**src/rtl/dual_cpu_ram_arbiter.sv**
```systemverilog
// Two-CPU arbiter for one shared synchronous RAM. Each access takes four
// cycles (IDLE, ACCESS, LATCH, DONE). When both CPUs request together, the
// side that was not served last time is granted.
module dual_cpu_ram_arbiter #(
  parameter int AW = 11,
  parameter int DW = 8
) (
  input  logic          clk,
  input  logic          rst,
  input  logic          a_req,
  input  logic          a_rw,
  input  logic [AW-1:0] a_addr,
  input  logic [DW-1:0] a_wdata,
  output logic          a_hold,
  output logic          a_ack,
  output logic [DW-1:0] a_rdata,
  input  logic          b_req,
  input  logic          b_rw,
  input  logic [AW-1:0] b_addr,
  input  logic [DW-1:0] b_wdata,
  output logic          b_hold,
  output logic          b_ack,
  output logic [DW-1:0] b_rdata,
  output logic [AW-1:0] ram_addr,
  output logic          ram_we,
  output logic [DW-1:0] ram_wdata,
  input  logic [DW-1:0] ram_rdata
);
  typedef enum logic [1:0] {IDLE, ACCESS, LATCH, DONE} state_t;

  state_t        state_q, state_d;
  logic          owner_q, owner_d;
  logic          prio_q, prio_d;
  logic          rd_q, rd_d;
  logic [AW-1:0] ram_addr_q, ram_addr_d;
  logic [DW-1:0] ram_wdata_q, ram_wdata_d;
  logic          ram_we_q, ram_we_d;
  logic          a_ack_q, a_ack_d, b_ack_q, b_ack_d;
  logic [DW-1:0] a_rdata_q, a_rdata_d, b_rdata_q, b_rdata_d;
  logic          grant_b;

  always_comb begin
    state_d     = state_q;
    owner_d     = owner_q;
    prio_d      = prio_q;
    rd_d        = rd_q;
    ram_addr_d  = ram_addr_q;
    ram_wdata_d = ram_wdata_q;
    ram_we_d    = 1'b0;
    a_ack_d     = 1'b0;
    b_ack_d     = 1'b0;
    a_rdata_d   = a_rdata_q;
    b_rdata_d   = b_rdata_q;
    grant_b     = b_req & (~a_req | prio_q);
    case (state_q)
      IDLE: begin
        if (a_req || b_req) begin
          owner_d     = grant_b;
          rd_d        = grant_b ? b_rw : a_rw;
          ram_addr_d  = grant_b ? b_addr : a_addr;
          ram_wdata_d = grant_b ? b_wdata : a_wdata;
          ram_we_d    = grant_b ? ~b_rw : ~a_rw;
          state_d     = ACCESS;
        end
      end
      ACCESS: state_d = LATCH;
      LATCH: begin
        // RAM output is valid now, one clock after the address was presented
        if (rd_q) begin
          if (owner_q) b_rdata_d = ram_rdata;
          else         a_rdata_d = ram_rdata;
        end
        a_ack_d = ~owner_q;
        b_ack_d = owner_q;
        state_d = DONE;
      end
      DONE: begin
        prio_d  = ~owner_q;
        state_d = IDLE;
      end
      default: state_d = IDLE;
    endcase
  end

  always_ff @(posedge clk or posedge rst) begin
    if (rst) begin
      state_q     <= IDLE;
      owner_q     <= 1'b0;
      prio_q      <= 1'b0;
      rd_q        <= 1'b0;
      ram_addr_q  <= '0;
      ram_wdata_q <= '0;
      ram_we_q    <= 1'b0;
      a_ack_q     <= 1'b0;
      b_ack_q     <= 1'b0;
      a_rdata_q   <= '0;
      b_rdata_q   <= '0;
    end else begin
      state_q     <= state_d;
      owner_q     <= owner_d;
      prio_q      <= prio_d;
      rd_q        <= rd_d;
      ram_addr_q  <= ram_addr_d;
      ram_wdata_q <= ram_wdata_d;
      ram_we_q    <= ram_we_d;
      a_ack_q     <= a_ack_d;
      b_ack_q     <= b_ack_d;
      a_rdata_q   <= a_rdata_d;
      b_rdata_q   <= b_rdata_d;
    end
  end

  assign ram_addr  = ram_addr_q;
  assign ram_wdata = ram_wdata_q;
  assign ram_we    = ram_we_q;
  assign a_ack     = a_ack_q;
  assign b_ack     = b_ack_q;
  assign a_rdata   = a_rdata_q;
  assign b_rdata   = b_rdata_q;
  // Each CPU is stalled until its ack strobe; ack is 0 in reset, so hold follows req.
  assign a_hold    = a_req & ~a_ack_q;
  assign b_hold    = b_req & ~b_ack_q;
endmodule

```
**config.mk**
```make
export PLATFORM = sky130hd
export DESIGN_NAME = dual_cpu_ram_arbiter
export DESIGN_NICKNAME = d
export VERILOG_FILES = /design/src/rtl/dual_cpu_ram_arbiter.sv
export SDC_FILE = /design/constraint.sdc
export NUM_CORES = 1
export LEC_CHECK = 0
export ABC_AREA = 1
export CORE_MARGIN = 2
export CORE_UTILIZATION = 40
export CTS_BUF_LIST = sky130_fd_sc_hd__clkbuf_4 sky130_fd_sc_hd__clkbuf_8
export DETAILED_ROUTE_END_ITERATION = 6
export HOLD_SLACK_MARGIN = 0.08
export PLACE_DENSITY = 0.77
export SLEW_MARGIN = 20
export SYNTH_ARGS = -nofsm -noshare
export SYNTH_HDL_FRONTEND = slang
export SYNTH_SLANG_ARGS = --single-unit
```
**constraint.sdc**
```tcl
create_clock -name clk -period 1.4 [get_ports clk]
set_clock_uncertainty 0.05 [all_clocks]
set_input_delay 0.21 -clock clk [delete_from_list [all_inputs] [get_ports clk]]
set_output_delay 0.21 -clock clk [all_outputs]
set_load 0.02 [all_outputs]
```
==> results of run 1 <==
## per-stage QoR
step | setup TNS [ns] | utilization [%] | power (mW)
global route | -2.17 | 66.1 | 7.16
floorplan | 0 | - | 4.08
global placement | -5.54 | 61.8 | 5.64
detailed placement | -6.50 | 61.8 | 5.74
CTS | 0 | 63.4 | 6.35
finish | -0.0625 | 66.1 | 6.67
## area by class of cell
type / instances / area, um^2 / share of cell area (%)
multi-input combinational: 157 / 850 / 25.3
inverter: 37 / 146 / 4.37
tap: 70 / 87.6 / 2.61
sequential: 43 / 1080 / 32.1
timing repair inverter: 2 / 22.5 / 0.672
clock inverter: 2 / 35.0 / 1.05
clock buffer: 6 / 82.6 / 2.46
timing repair buffer: 110 / 1050 / 31.4
## worst register-to-register path, cell delays in order, from the launching register on
cell	delay, ns
dfrtp_1	0.41
inv_2	0.10
ha_4	0.15
inv_4	0.04
nor2_4	0.24
buf_6	0.17
inv_8	0.05
nand2_1	0.05
nand2_1	0.05
## state kept, by name, summed over array words and instances, names as in the netlist
| name | cells |
|---|---|
| a_rdata | 8 |
| a_ack | 1 |
| ram_wdata | 8 |
| owner_q | 1 |
| state_q | 2 |
| ram_addr | 11 |
| rd_q | 1 |
| prio_q | 1 |
| ram_we | 1 |
| b_rdata | 8 |
| b_ack | 1 |
## repair_timing
item | CTS | global route
cloned | 0 | 2
setup endpoints to repair | 55 | 34
resized for setup | 45 | 33
pin swaps | 1 | 3
setup buffers | 0 | 7
## path summary, 6_finish.rpt
path | startpoint | endpoint | slack [ns] | depth (start not counted)
setup reg to reg | state_q[1]$_DFFE_PP0P_ | ram_wdata[6]$_DFFE_PP0P_ | -0.01 | 8
hold reg to reg | ram_wdata[7]$_DFFE_PP0P_ | ram_wdata[7]$_DFFE_PP0P_ | 0.43 | 2
hold / removal | rst | ram_addr[5]$_DFFE_PP0P_ | 0.20 | 3
min in group clk | ram_wdata[7]$_DFFE_PP0P_ | ram_wdata[7]$_DFFE_PP0P_ | 0.43 | 2
setup / recovery | state_q[1]$_DFFE_PP0P_ | ram_wdata[6]$_DFFE_PP0P_ | -0.01 | 8
max in group asynchronous | rst | owner_q$_DFFE_PP0P_ | 0.88 | 3
## cell families (layout without fill, tap and decap cells)
group                    Yosys count  count (layout)  share of synthesized area (%)
adder cells (fa/ha/maj)            4               4                           2.40
flip-flops                        43              43                           51.5
AO/OA/AOI/OAI                     21              21                           6.47
AND/OR/NAND/NOR                  132             132                           29.5
buffers and inverters             49             157                           10.1
## power groups by stage
| stage | sequential (mW) | combinational, mW | clock, mW |
|---|---|---|---|
| after floorplan | 2.87 | 1.22 | 0 |
| after global placement | 2.24 | 3.40 | 0 |
| after detailed placement | 2.25 | 3.49 | 0 |
| after CTS | 2.22 | 3.13 | 1.00 |
| after global routing | 2.32 | 3.77 | 1.07 |
| final | 2.24 | 3.45 | 0.986 |
## layout by cell type, fill, tap and decap left out, drive strengths merged, types with 6 or more instances in the layout
cell type,Yosys,routed
nand3b,19,19
nor2,6,6
dlygate4sd2,0,38
clkbuf,0,8
nand3,20,20
o21ai,20,20
dfrtp,43,43
inv,37,37
nand2,86,86
clkdlybuf4s50,0,51
buf,12,19
## per-layer routing
layer | global-route usage [%] | wire length (um) | up-vias | share of wire, %
li1 | - | - | 981 | -
met1 | 24.0 | 2340 | 888 | 43
met2 | 32.1 | 2650 | 90 | 49
met3 | 5.45 | 438 | 4 | 8.0
met4 | 2.73 | 32 | 0 | 0.59
met5 | 0 | 0 | - | 0
==> results.tsv, run 1 <==
metric	value	unit
cts_made_buffers	5	
final_cells	427	
peakVddDrop	1.06	mV
finalCritPeriodShare	101	%
drv_cap	0	
htreeDepth	2	
hp-class	in2async	
run_status	finished, violations left	
total_leakage_power	1.76	nW
start_util	41.2	%
yosysSeqAreaShare	51.5	%
hold_buffers	0	
fillers	450	
syn-instance-count	249	
core_area	5070	um^2
synth_common_cells	nand2_1 (84), dfrtp_1 (43), inv_1 (35)	
antenna_found_initial	0	
die_w	76.3	um
yosysWarnings	0	
yosysMostFrequentCell	nand2_1	
cp_data_arrival_time	1.55	ns
cts_tree	built	
wl_per_cell	12.8	um
synth_seq_cells	43	
crit_family	flip-flops	
cts.root.buffer_cell	clkbuf_8	
drt-total-wl	5460	um
drt-initial-drc-count	92	
grt_first_pass_wirelength	8940	um
worst_pin_slew	0.264	ns
drive_gt1_share	16.8	%
fmax	707	MHz
synth-main-ff-cell	dfrtp_1	
synth.area.top_cells	dfrtp_1 (51%), nand2_1 (15%), nand3b_1 (6.8%), inv_1 (6.3%), nand3_1 (4.8%)	
synth_edf_count	0	
cellPowerDensity	1990	nW/um^2
synth_top_area_share	51.5	%
crit_path_end_kind	flop	
overflow	0	
timing.final.ws_setup	-0.0146	ns
clockBufferDepth	2	
combPwrFrac	51.7	%
die_area	5820	um^2
dp.cells	411	
area_growth	60.4	%
hold_viol_final	0	
synth_cell_types	18	
grt_max_degree	44	
p_switching	2.76	mW
slowest_stage	dfrtp_1	
post_synth.cell_area_avg	8.39	um^2
setup_viol	10	
dp_hpwl	3840	um
syn_area	2090	um^2
fin_crit	1.41	ns
drc	0	
post-place-ws	-0.284	ns
port-buffer-count	91	
routed_via_density	4.60	
syn_nets	305	
swShare	41.4	%
grt_use_total	18.7	%
internal_power	3.91	mW
sequentialPowerShare	33.5	%
ioPinCount	92	
drt_first_pass_iters	4	
holdWs	0.199	ns
num_rows	26	
yosysTopAreaCell	dfrtp_1	
placed_area	3140	um^2
cp.required	1.53	ns
final_cell_area	3350	um^2
slew_violations	0	
gp_congestion	0.755	
worst-path-buf-inv	4	
nets	412	
postRouteAntennaNets	0	
crit_path_start_kind	flop	
power_frac_clock	14.8	%
path_class	reg2reg	
cts.clk_slew.worst_paths	0.08	ns
die_h	76.3	um
cts.sinks	43	
relSlewSlack	82.4	%
grt_pass1_vias	1882	
async_flop_share	100	%
vias	1963	
insertedDiodeCount	0	
crit_chain	inv_2 > ha_4 > inv_4 > nor2_4 > buf_6 > inv_8 > nand2_1 > nand2_1	
worstPathMaxFanout	10	
cpMostUsedCell	nand2_1	
clk_latency	0.29	ns
slowest_delay	0.41	ns
violations	negative setup slack	
rsz0062_at_grt	yes	
No activity file was read; power rests on OpenSTA's default activity.
==> inputs of run 2 (changes only) <==
--- a/config.mk
+++ b/config.mk
@@ -7,11 +7,11 @@
 export LEC_CHECK = 0
 export ABC_AREA = 1
 export CORE_MARGIN = 2
-export CORE_UTILIZATION = 40
+export CORE_UTILIZATION = 39
 export CTS_BUF_LIST = sky130_fd_sc_hd__clkbuf_4 sky130_fd_sc_hd__clkbuf_8
 export DETAILED_ROUTE_END_ITERATION = 6
 export HOLD_SLACK_MARGIN = 0.08
-export PLACE_DENSITY = 0.77
+export PLACE_DENSITY = 0.78
 export SLEW_MARGIN = 20
 export SYNTH_ARGS = -nofsm -noshare
 export SYNTH_HDL_FRONTEND = slang
==> constraint.sdc (replaced) <==
create_clock -name clk -period 1.2 [get_ports clk]
set_clock_uncertainty 0.05 [all_clocks]
set_input_delay 0.18 -clock clk [delete_from_list [all_inputs] [get_ports clk]]
set_output_delay 0.18 -clock clk [all_outputs]
set_load 0.02 [all_outputs]
==> results.tsv, run 2 (synthesis gave the netlist of run 1 again) <==
metric	value	unit	change
crit_path_start_kind	flop		unchanged
cp_data_arrival_time	1.48	ns	was 1.55 ns
start_util	40.7	%	was 41.2%
drive_gt1_share	34.4	%	was 16.8%
htreeDepth	2		unchanged
crit_path_end_kind	flop		unchanged
setup_tns	-3.67	ns	was -0.0625 ns
power.total	8.22	mW	was 6.67 mW
area_growth	67.5	%	was 60.4%
grt_pass1_vias	2120		was 1,882
grt_first_pass_wirelength	9570	um	was 8940 um
rsz0062_at_grt	yes		unchanged
die_h	77.2	um	was 76.3 um
cp.required	1.34	ns	was 1.53 ns
core_area	5140	um^2	was 5070 um^2
crit_chain	inv_2 > ha_4 > inv_4 > nor2_4 > buf_12 > buf_8 > and3_1		was inv_2 > ha_4 > inv_4 > nor2_4 > buf_6 > inv_8 > nand2_1 > nand2_1
largest_reg_flops	11		unchanged
nets	421		was 412
worst_pin_slew	0.404	ns	was 0.264 ns
overflow	0		unchanged
num_rows	26		unchanged
layout_common_cells	nand2_1 (72), clkdlybuf4s50_1 (49), dfrtp_1 (43)		was nand2_1 (79), clkdlybuf4s50_1 (51), dfrtp_1 (43)
die_w	77.2	um	was 76.3 um
cts.root.buffer_cell	clkbuf_8		unchanged
postRouteAntennaNets	0		unchanged
drt_first_pass_iters	4		unchanged
grt_use_total	20.1	%	was 18.7%
grt_max_degree	33		was 44
slowest_delay	0.41	ns	about the same
drt-initial-drc-count	80		was 92
cts_made_buffers	5		unchanged
cts.clk_slew.worst_paths	0.08	ns	about the same
slew_violations	0		unchanged
rr_endpoint	ram_we$_DFF_PP0_		was ram_wdata[6]$_DFFE_PP0P_
die_area	5960	um^2	was 5820 um^2
relSlewSlack	73.1	%	was 82.4%
run_status	finished, violations left		unchanged
total_leakage_power	1.79	nW	was 1.76 nW
path_class	reg2reg		unchanged
routed.top_layer	met4		unchanged
met3_length	332	um	was 438 um
wl_met1	2440	um	was 2340 um
setup_viol	38		was 10
slowest_stage	dfrtp_1		unchanged
fmax	745	MHz	was 707 MHz
cts_tree	built		unchanged
r2r_cells	7		was 8
finalCritPeriodShare	112	%	was 101%
violations	negative setup slack		unchanged
cts.sinks	43		unchanged
cellPowerDensity	2350	nW/um^2	was 1990 nW/um^2
hold_viol_final	0		unchanged
dp_hpwl	3930	um	was 3840 um
gp_congestion	0.762		was 0.755
hp-class	in2async		unchanged
clk_latency	0.29	ns	about the same
ioPinCount	92		unchanged
vias	2052		was 1,963
timing.rr.start	state_q[1]$_DFFE_PP0P_		unchanged
reg2reg_slack	-0.14	ns	was -0.01 ns
timing.final.ws_setup	-0.143	ns	was -0.0146 ns
wl_met2	3190	um	was 2650 um
final_common_cell	nand2_1		unchanged
worstPathMaxFanout	8		was 10
drc	0		unchanged
drt-total-wl	6040	um	was 5460 um
insertedDiodeCount	0		unchanged
port-buffer-count	91		unchanged
fin_crit	1.34	ns	was 1.41 ns
routed_via_density	4.71		was 4.60
clockBufferDepth	2		unchanged
wl_per_cell	13.9	um	was 12.8 um
antenna_found_initial	0		unchanged
drv_cap	0		unchanged
peakVddDrop	1.37	mV	was 1.06 mV
-- run 2: cell count changes in the layout (fill, tap and decap cells not counted), sizes merged --
cell / delta
dlygate4sd2: -38
clkdlybuf4s15: +11
clkinvlp: +2
nand2: +1
dlymetal6s2s: +2
clkdlybuf4s50: -2
clkbuf: +4
buf: +33
bufinv: -1
clkinv: -3
-- run 2: routing by layer --
layer  GRT usage [%]  vias up
li1                -     1002
met1            23.1      980
met2            36.2       62
met3            4.71        8
met4            7.50        0
met5               0        -
-- run 2: how the worst max path moves through the flow --
stage                                      start                      to  depth (start not counted)
final                     state_q[1]$_DFFE_PP0P_        ram_we$_DFF_PP0_                          7
after CTS                 state_q[1]$_DFFE_PP0P_  a_rdata[2]$_DFFE_PP0P_                          8
after global placement                     b_req                  b_hold                          4
after detailed placement                   a_req                  a_hold                          4
after floorplan           state_q[0]$_DFFE_PP0P_  a_rdata[0]$_DFFE_PP0P_                          8
after global routing      state_q[0]$_DFFE_PP0P_  a_rdata[2]$_DFFE_PP0P_                          8
-- run 2: layout make-up --
cell class	instances	area, um^2
clock buffer	7	96.3
clock inverter	1	7.51
fill	471	1640
inverter	37	153
multi-input combinational	158	988
sequential	43	1080
tap	70	87.6
timing repair buffer	119	1080
timing repair inverter	1	6.26
-- run 2: where the power goes --
| part | leakage, nW | switching (mW) | internal, mW |
|---|---|---|---|
| Combinational | 1.21 | 2.51 | 2.00 |
| Sequential | 0.524 | 0.527 | 2.17 |
| Clock | 0.0505 | 0.492 | 0.523 |
| Total | 1.79 | 3.53 | 4.70 |
-- run 2: critical path: cells and delay by family, from the launching register on --
kind | cells | cell delay, ns
buf+inv | 4 | 0.41
flops | 1 | 0.41
simple gates | 2 | 0.20
fa+ha+maj | 1 | 0.17
-- run 2: through the flow --
stage	hold WS [ns]	worst slack, ns	utilization [%]	instance area (um^2)	cells
after floorplan	0.128	-0.0523	-	2120	249
after global placement	0.413	-0.403	62.3	3200	417
after detailed placement	0.415	-0.445	62.3	3200	417
after CTS	0.225	-0.126	67.4	3460	429
after global routing	0.264	-0.225	68.1	3500	436
final	0.229	-0.143	68.1	3500	436
-- run 2: timing repair --
action	CTS	global route
endpoints found under the hold margin	0	0
hold buffers	0	0
gates cloned	2	2
endpoints found under the setup margin	78	67
pin swaps	18	18
buffers inserted	2	5
resized for setup	144	62
==> inputs of run 3 (changes only) <==
--- a/config.mk
+++ b/config.mk
@@ -12,7 +12,9 @@
 export DETAILED_ROUTE_END_ITERATION = 6
 export HOLD_SLACK_MARGIN = 0.08
 export PLACE_DENSITY = 0.78
-export SLEW_MARGIN = 20
+export RECOVER_POWER = 100
+export SLEW_MARGIN = 0
 export SYNTH_ARGS = -nofsm -noshare
 export SYNTH_HDL_FRONTEND = slang
 export SYNTH_SLANG_ARGS = --single-unit
+export TNS_END_PERCENT = 1
==> results.tsv, run 3 (synthesis gave the netlist of run 1 again) <==
metric	value	unit	change
grt_use_total	19.0	%	was 20.1%
routed.top_layer	met4		unchanged
fmax	754	MHz	was 745 MHz
cts.root.buffer_cell	clkbuf_8		unchanged
reg2reg_slack	-0.13	ns	was -0.14 ns
final_cell_area	3300	um^2	was 3500 um^2
crit_path_start_kind	flop		unchanged
wl_per_cell	12.6	um	was 13.9 um
num_rows	26		unchanged
grt_max_degree	20		was 33
htreeDepth	2		unchanged
wl_met2	2680	um	was 3190 um
core_area	5140	um^2	unchanged
holdWs	0.336	ns	was 0.229 ns
worstPathMaxFanout	15		was 8
area_growth	57.8	%	was 67.5%
insertedDiodeCount	0		unchanged
hp-class	in2reg		was in2async
r2r_cells	8		was 7
finalCritPeriodShare	111	%	was 112%
clk_latency	0.29	ns	about the same
drv_cap	0		unchanged
drt-total-wl	5400	um	was 6040 um
die_h	77.2	um	unchanged
setup_viol	39		was 38
gp_congestion	0.720		was 0.762
rsz0062_at_grt	yes		unchanged
final_common_cell	nand2_1		unchanged
cts.clk_slew.worst_paths	0.08	ns	about the same
dp_hpwl	4030	um	was 3930 um
ioPinCount	92		unchanged
clockBufferDepth	2		unchanged
nets	416		was 421
die_area	5960	um^2	unchanged
rr_endpoint	ram_addr[10]$_DFFE_PP0P_		was ram_we$_DFF_PP0_
path_class	reg2reg		unchanged
cts_made_buffers	5		unchanged
drt_first_pass_iters	4		unchanged
postRouteAntennaNets	0		unchanged
placed_area	3230	um^2	was 3200 um^2
min_path_cells	5		
routed_via_density	4.62		was 4.71
whs_endpoint	state_q[0]$_DFFE_PP0P_		
relSlewSlack	59.9	%	was 73.1%
hold_buffers	0		unchanged
worst_pin_slew	0.602	ns	was 0.404 ns
cts.sinks	43		unchanged
cp_data_arrival_time	1.46	ns	was 1.48 ns
largest_reg_flops	11		unchanged
cellPowerDensity	2370	nW/um^2	was 2350 nW/um^2
slew_violations	0		unchanged
start_util	40.7	%	unchanged
port-buffer-count	91		unchanged
crit_path_end_kind	flop		unchanged
overflow	0		unchanged
total_leakage_power	1.71	nW	was 1.79 nW
wl_met1	2270	um	was 2440 um
hold_viol_final	0		unchanged
grt_first_pass_wirelength	9050	um	was 9570 um
vias	1988		was 2,052
layout_common_cells	nand2_1 (79), clkdlybuf4s50_1 (49), dfrtp_1 (43)		was nand2_1 (72), clkdlybuf4s50_1 (49), dfrtp_1 (43)
cp.required	1.33	ns	was 1.34 ns
fin_crit	1.33	ns	was 1.34 ns
drive_gt1_share	26.7	%	was 34.4%
power.total	7.81	mW	was 8.22 mW
timing.final.ws_setup	-0.127	ns	was -0.143 ns
antenna_found_initial	0		unchanged
cts_tree	built		unchanged
crit_start	state_q[1]$_DFFE_PP0P_		unchanged
met3_length	341	um	was 332 um
holdCritStartpoint	a_req		
grt_pass1_vias	1997		was 2,120
die_w	77.2	um	unchanged
drc	0		unchanged
peakVddDrop	1.22	mV	was 1.37 mV
violations	negative setup slack		unchanged
timing.rr.start	state_q[1]$_DFFE_PP0P_		unchanged
drt-initial-drc-count	116		was 80
run_status	finished, violations left		unchanged
[run 3: changes by cell type in the layout (fill, tap and decap cells not counted), sizes merged]
cell,delta
clkdlybuf4s15,+3
buf,-28
dlymetal6s2s,-1
bufinv,+1
nand2,-1
clkbuf,+21
dlygate4sd3,+1
clkinvlp,-2
[run 3: final cells by class]
| cell class | count | area, um^2 |
|---|---|---|
| clock inverters | 1 | 30.0 |
| fillers | 458 | 1840 |
| inverters | 37 | 139 |
| well taps | 70 | 87.6 |
| repair buffers | 116 | 1030 |
| clock buffers | 6 | 76.3 |
| flip-flops and latches | 43 | 1080 |
| multi-input cells | 157 | 855 |
[run 3: worst max path at each step]
| stage | endpoint | slack (ns) | cells past startpoint |
|---|---|---|---|
| 3_3_place_gp | b_hold | -0.40 | 4 |
| 4_1_cts | ram_addr[10]$_DFFE_PP0P_ | -0.13 | 8 |
| 3_5_place_dp | a_hold | -0.41 | 4 |
| 5_1_grt | ram_addr[10]$_DFFE_PP0P_ | -0.20 | 8 |
| 6_report | ram_addr[10]$_DFFE_PP0P_ | -0.13 | 8 |
| 2_1_floorplan | a_rdata[0]$_DFFE_PP0P_ | -0.05 | 8 |
[run 3: metal layers]
metal  GRT usage [%]  vias up
li1                -      984
met1            22.8      916
met2            33.0       77
met3            4.47       11
met4            7.32        0
met5               0        -
[run 3: per-stage QoR]
stage	util [%]	instances	setup TNS, ns	worst slack, ns
final	64.2	430	-3.42	-0.127
after global placement	62.8	419	-9.71	-0.401
after CTS	66.3	429	-3.38	-0.134
after floorplan	-	249	-2.48	-0.0523
after global routing	64.2	430	-6.04	-0.202
after detailed placement	62.8	419	-10.75	-0.406
[run 3: worst max-delay path, cell delays in order, from the launching register on]
cell and delay, ns:
dfrtp_1 0.42, inv_2 0.10, ha_4 0.14, inv_2 0.04, nor2_4 0.11, inv_2 0.08
buf_12 0.15, nand2_1 0.06, nand2_1 0.06
[run 3: power breakdown]
group	total (mW)	switching [mW]	internal [mW]
sequential	2.61	0.443	2.17
combinational	4.08	2.28	1.80
clock	1.11	0.477	0.633
[run 3: repair_timing]
| item | 4_1_cts | 5_1_grt |
|---|---|---|
| setup endpoints to repair | 78 | 63 |
| gates cloned | 0 | 0 |
| pin swaps | 3 | 6 |
| gates resized for setup | 128 | 33 |
| buffers inserted | 3 | 1 |
